### src/rtl/font_rom_scheduler.sv
// rtl/font_rom_scheduler.sv - text-mode pixel pipeline sharing one font ROM port with a host reader
module font_rom_scheduler #(
    parameter int COLS = 80
) (
    input  logic        clk,
    input  logic        reset_n,
    input  logic [9:0]  pixel_x,
    input  logic [9:0]  pixel_y,
    input  logic        video_on,
    output logic [11:0] tb_addr,
    input  logic [6:0]  tb_data,
    output logic [10:0] rom_addr,
    input  logic [7:0]  rom_data,
    input  logic        host_req,
    input  logic [10:0] host_addr,
    output logic        host_gnt,
    output logic        host_rvalid,
    output logic [7:0]  host_rdata,
    output logic        pixel_on,
    output logic        video_on_d
);

    // Pixel-to-output depth: tb_addr, text RAM, rom_addr, font ROM, pixel_on.
    localparam int LATENCY = 5;
    localparam int DLY     = LATENCY - 1;

    typedef enum logic [1:0] {
        H_IDLE,
        H_WAIT,
        H_DATA
    } host_state_e;

    logic [6:0]  col;
    logic [4:0]  text_row;
    logic [11:0] cell_addr;
    logic        unused_pixel_y9;

    assign col             = pixel_x[9:3];
    assign text_row        = pixel_y[8:4];
    assign unused_pixel_y9 = pixel_y[9];

    // Row*80 folds into two shifts and an add; other widths fall back to a multiplier.
    if (COLS == 80) begin : g_mul80
        assign cell_addr = ({7'd0, text_row} << 6) + ({7'd0, text_row} << 4) + {5'd0, col};
    end else begin : g_mul_generic
        assign cell_addr = 12'(int'(text_row) * COLS + int'(col));
    end

    // Index 0 is the tb_addr stage, index DLY-1 feeds the output stage.
    logic [DLY-1:0]       von_q;
    logic [DLY-1:0][2:0]  bsel_q;
    logic [3:0]           frow_s1_q;
    logic [3:0]           frow_s2_q;
    logic [11:0]          tb_addr_q;
    logic                 pixel_on_q;
    logic                 video_on_d_q;

    logic [10:0]          rom_addr_q,    rom_addr_d;
    logic                 host_gnt_q,    host_gnt_d;
    logic                 host_rvalid_q, host_rvalid_d;
    logic [7:0]           host_rdata_q,  host_rdata_d;
    host_state_e          state_q,       state_d;

    // Display owns the ROM port on the edge that registers rom_addr for an active pixel.
    logic disp_slot;
    assign disp_slot = von_q[1];

    // Display pipeline: cell address plus aligned font row, bit select and video_on.
    always_ff @(posedge clk or negedge reset_n) begin
        if (!reset_n) begin
            tb_addr_q    <= '0;
            von_q        <= '0;
            bsel_q       <= '0;
            frow_s1_q    <= '0;
            frow_s2_q    <= '0;
            pixel_on_q   <= 1'b0;
            video_on_d_q <= 1'b0;
        end else begin
            tb_addr_q    <= cell_addr;
            von_q        <= {von_q[DLY-2:0], video_on};
            bsel_q       <= {bsel_q[DLY-2:0], pixel_x[2:0]};
            frow_s1_q    <= pixel_y[3:0];
            frow_s2_q    <= frow_s1_q;
            pixel_on_q   <= von_q[DLY-1] & rom_data[~bsel_q[DLY-1]];
            video_on_d_q <= von_q[DLY-1];
        end
    end

    // ROM port arbitration and host read state machine.
    always_comb begin
        state_d       = state_q;
        rom_addr_d    = rom_addr_q;
        host_gnt_d    = 1'b0;
        host_rvalid_d = 1'b0;
        host_rdata_d  = host_rdata_q;
        if (disp_slot) begin
            rom_addr_d = {tb_data, frow_s2_q};
        end
        case (state_q)
            H_IDLE: begin
                if (host_req && !disp_slot) begin
                    rom_addr_d = host_addr;
                    host_gnt_d = 1'b1;
                    state_d    = H_WAIT;
                end
            end
            H_WAIT: begin
                state_d = H_DATA;
            end
            H_DATA: begin
                host_rdata_d  = rom_data;
                host_rvalid_d = 1'b1;
                state_d       = H_IDLE;
            end
            default: begin
                state_d = H_IDLE;
            end
        endcase
    end

    // Arbitration and host registers; reset abandons any read in flight.
    always_ff @(posedge clk or negedge reset_n) begin
        if (!reset_n) begin
            state_q       <= H_IDLE;
            rom_addr_q    <= '0;
            host_gnt_q    <= 1'b0;
            host_rvalid_q <= 1'b0;
            host_rdata_q  <= '0;
        end else begin
            state_q       <= state_d;
            rom_addr_q    <= rom_addr_d;
            host_gnt_q    <= host_gnt_d;
            host_rvalid_q <= host_rvalid_d;
            host_rdata_q  <= host_rdata_d;
        end
    end

    assign tb_addr     = tb_addr_q;
    assign rom_addr    = rom_addr_q;
    assign host_gnt    = host_gnt_q;
    assign host_rvalid = host_rvalid_q;
    assign host_rdata  = host_rdata_q;
    assign pixel_on    = pixel_on_q;
    assign video_on_d  = video_on_d_q;

endmodule
### config.mk
export PLATFORM = sky130hd
export DESIGN_NAME = font_rom_scheduler
export DESIGN_NICKNAME = d
export VERILOG_FILES = /design/src/rtl/font_rom_scheduler.sv
export SDC_FILE = /design/constraint.sdc
export NUM_CORES = 1
export LEC_CHECK = 0
export CAP_MARGIN = 20
export CELL_PAD_IN_SITES_DETAIL_PLACEMENT = 1
export CELL_PAD_IN_SITES_GLOBAL_PLACEMENT = 1
export CORE_ASPECT_RATIO = 1.1
export CORE_MARGIN = 2
export CORE_UTILIZATION = 31
export DETAILED_ROUTE_END_ITERATION = 8
export GPL_ROUTABILITY_DRIVEN = 0
export HOLD_SLACK_MARGIN = 0.05
export PLACE_DENSITY = 0.8
export SLEW_MARGIN = 20
export SYNTH_ARGS = -nofsm -noshare
export SYNTH_HDL_FRONTEND = slang
export SYNTH_SLANG_ARGS = --single-unit
### constraint.sdc
create_clock -name clk -period 1.1 [get_ports clk]
set_input_delay 0.165 -clock clk [delete_from_list [all_inputs] [get_ports clk]]
set_output_delay 0.165 -clock clk [all_outputs]
set_load 0.005 [all_outputs]
==> run summary <==
r2r startpoint: state_q[1]
number of different library cells in the post-synthesis netlist: 28
effective utilization at floorplan: 0.3201
average detailed-routed wire length per instance: 15.65 um
top cell family by delay on the critical path: adder cells
number of cells on the worst hold path: 2
clock-pin transition on the worst setup and hold timing paths: 0.06 ns
number of antenna violations at the first check in global routing: 0
startpoint of the worst hold path: pixel_y[4]
wire length reported by the detailed router: 5.618 mm
Slowest cell on crit path: fa_2
share of post-route cells with drive strength above 1: 0.4635
depth of the CTS H-tree: 3
worst path bufs/invs: 2
worst endpoint data arrival time: 1.77 ns
fraction of the cycle the final worst path needs: 1.391
design internal power: 4.601 mW
Synth Warn #: 0
Die X: 85.34 um
vias in the first global route: 1888
total grt overflow: 0
average via count per standard cell: 4.552
pin count of the biggest net entering global routing: 56
global-route wire length before repair: 9.114 mm
count of nets after finishing: 331
clock skew: 0.008875 ns
commonest cells after routing, fill and taps aside: dfrtp_1, clkdlybuf4s50_1, buf_4
Register-to-Register Path Depth: 5
standby leakage power: 1.779 nW
number of buffer cells added on primary ports: 83
largest incremental delay on the critical path: 0.50 ns
setup repair after global routing missed its margin: yes
remaining design rule violation count: 0
fin worst setup slack: -0.4300 ns
critical path data required time: 1.34 ns
Final Max Slew Viols: 0
HPWL after detailed placement: 3.615 mm
critical path class: in2reg
area share of the largest cell type after synthesis: 0.6767
register area share after synthesis: 0.6767
Worst slew margin: 0.8049
cell breakdown of the critical path: buf_8 -> fa_2 -> buf_6 -> fa_2 -> a21o_1 -> a21oi_2 -> xnor2_1
synthesized net count: 208
Gate power share: 0.213
Longest Clk Path Bufs: 2
Crit path top cell by count: fa_2
worst hold path endpoint: tb_addr[4]
run status: finished with violations
number of sinks driven by the clock tree: 61
max capacitance violation total: 0
Synth Cell Area: 2256 um^2
via count: 1634
Max Fanout on Critical Path: 2
Worst Hold Class: in2reg
Worst IR Drop VDD: 767.8 uV
power density over cell area: 1581 nW/um^2
transition at the pin with the smallest max-transition slack: 0.2926 ns
number of clock buffers inserted by TritonCTS: 9
Net Sw Frac: 0.2364
fillcell total: 703
worst skew pair latency: 0.32 ns
router iterations before antenna repair: 3
failing checks: negative setup slack
share of power burned in registers: 0.435
layout-stage area growth over the synthesis result: 69.00%
floorplan die area: 7976 um^2
Reg-to-Reg End: rom_addr[10]
GRT Util Overall: 0.1516
ant diodes: 0
Max Clock Freq: 653.6 MHz
flop2flop setup slack: -0.13 ns
library cell occupying the most area in the post-synthesis netlist: dfrtp_1
#FFs+latches synth: 61
shortest period the worst path allows: 1.530 ns
power dissipated by switching net loads: 1.425 mW
Fin. Hold Viols: 0
Post-DRT Antenna Nets: 0
endpoints failing setup: 25
core area: 7047 um^2
Die Span Y: 93.47 um
library cell used as clock root buffer: clkbuf_8
I/O Pins: 85
Synth Area per Inst: 15.35 um^2
Rows: 32
ranking of synthesized cells by area: dfrtp_1, ha_1, mux2i_1
count of mapped cells out of synthesis: 147
share of total power in the clock network: 0.352
most frequent standard cell in the layout excluding fill and tap cells: dfrtp_1
Initial DRC Count: 18
overall power of the completed layout: 6.026 mW
post-route design area: 3812 um^2
CTS tree: yes
cell area reported after detailed placement: 3308 um^2
crit path capture type: flop
Critical Path Start Type: input pin
[worst max-delay path by stage]
| stage | endpoint | cells after the start | start |
|---|---|---|---|
| after floorplan | tb_addr[10] | 5 | pixel_y[6] |
| after global placement | tb_addr[10] | 6 | pixel_y[6] |
| after detailed placement | tb_addr[10] | 6 | pixel_y[6] |
| after CTS | tb_addr[10] | 6 | pixel_x[9] |
| after global routing | tb_addr[9] | 7 | pixel_y[4] |
| final | tb_addr[9] | 7 | pixel_y[4] |
[worst reg2reg max path, cell delays in order, from the launching register on]
cell and delay (ns):
dfrtp_2 0.43, nor4b_4 0.28, buf_4 0.18, buf_8 0.14, nand2_2 0.05, o21ai_1 0.07
[cell families (layout without fill, tap and decap cells)]
logic type,count (synthesis),after routing,synth area share
AO/OA/AOI/OAI,21,21,0.05269
multiplexers,21,21,0.1087
XOR/XNOR,3,3,0.01165
flip-flops,61,61,0.6766
buffers and inverters,8,134,0.02384
AND/OR/NAND/NOR,22,23,0.05879
adder cells (fa/ha/maj),11,11,0.06767
[state kept, by name, indices dropped and copies added (netlist names), 2 cells and up]
signal and flops:
frow_s2_q 4, state_q 2, host_rdata 8, von_q 4, rom_addr 11, bsel_q 12, tb_addr 12, frow_s1_q 4
[cell usage after synthesis]
cell type,count
o2111ai_1,1
and2b_1,1
fa_1,2
buf_4,2
a21o_1,2
mux4_2,2
a21oi_1,2
a31oi_1,1
or4b_1,1
nand3_1,1
ha_1,9
inv_1,3
o21ai_0,13
xnor2_1,2
nor4b_1,1
xor2_1,1
o22ai_1,1
a211oi_1,1
dfrtp_1,61
buf_6,2
nand2_1,13
nor4b_4,1
nand2b_1,1
buf_2,1
mux2_2,8
nor3b_1,2
nand3b_1,1
mux2i_1,11
[stage by stage]
stage / instances / utilization / setup TNS (ns) / worst slack [ns] / hold WS, ns
final: 359 / 0.5410 / -3.196 / -0.4300 / 0.07910
after global routing: 359 / 0.5410 / -4.256 / -0.4642 / 0.06007
after CTS: 357 / 0.5415 / -4.554 / -0.4364 / 0.07628
after detailed placement: 325 / 0.4695 / -9.404 / -1.143 / 0.01575
after global placement: 325 / 0.4695 / -8.795 / -1.096 / 0.01312
after floorplan: 147 / - / -2.885 / -0.6130 / -0.1306
[timing repair]
| item | CTS | global route |
|---|---|---|
| hold endpoints to repair | 61 | 0 |
| pin swaps | 23 | 14 |
| cloned | 3 | 1 |
| hold buffers | 1 | 0 |
| setup endpoints to repair | 61 | 48 |
| buffers inserted | 15 | 6 |
| gates resized for setup | 135 | 51 |
[layer usage]
layer  part of all wire  wire length, um  global-route usage  vias to the layer above
met5                  0                0                   0                        -
met4              0.014               78             0.07143                        0
met3              0.051              288             0.04148                        7
met2               0.55             3086              0.2695                       53
met1               0.39             2163              0.1666                      819
li1                   -                -                   -                      755
[power groups by stage]
stage	Clock, mW	Sequential [mW]	Combinational [mW]
after CTS	2.18	2.62	1.27
after global routing	2.31	2.65	1.40
after detailed placement	0	2.67	1.17
after global placement	0	2.65	1.14
after floorplan	0	2.67	0.347
final	2.12	2.62	1.28
[cell type report]
cell class / count / area, um^2 / share of cell area
flip-flops and latches: 61 / 1529 / 0.4011
repair buffers: 116 / 1027 / 0.2694
multi-input cells: 79 / 925.9 / 0.2429
clock buffers: 10 / 137.6 / 0.03610
well taps: 85 / 106.4 / 0.02790
clock inverters: 5 / 75.07 / 0.01969
inverters: 3 / 11.26 / 0.002954
No activity file was read; power rests on OpenSTA's default activity.
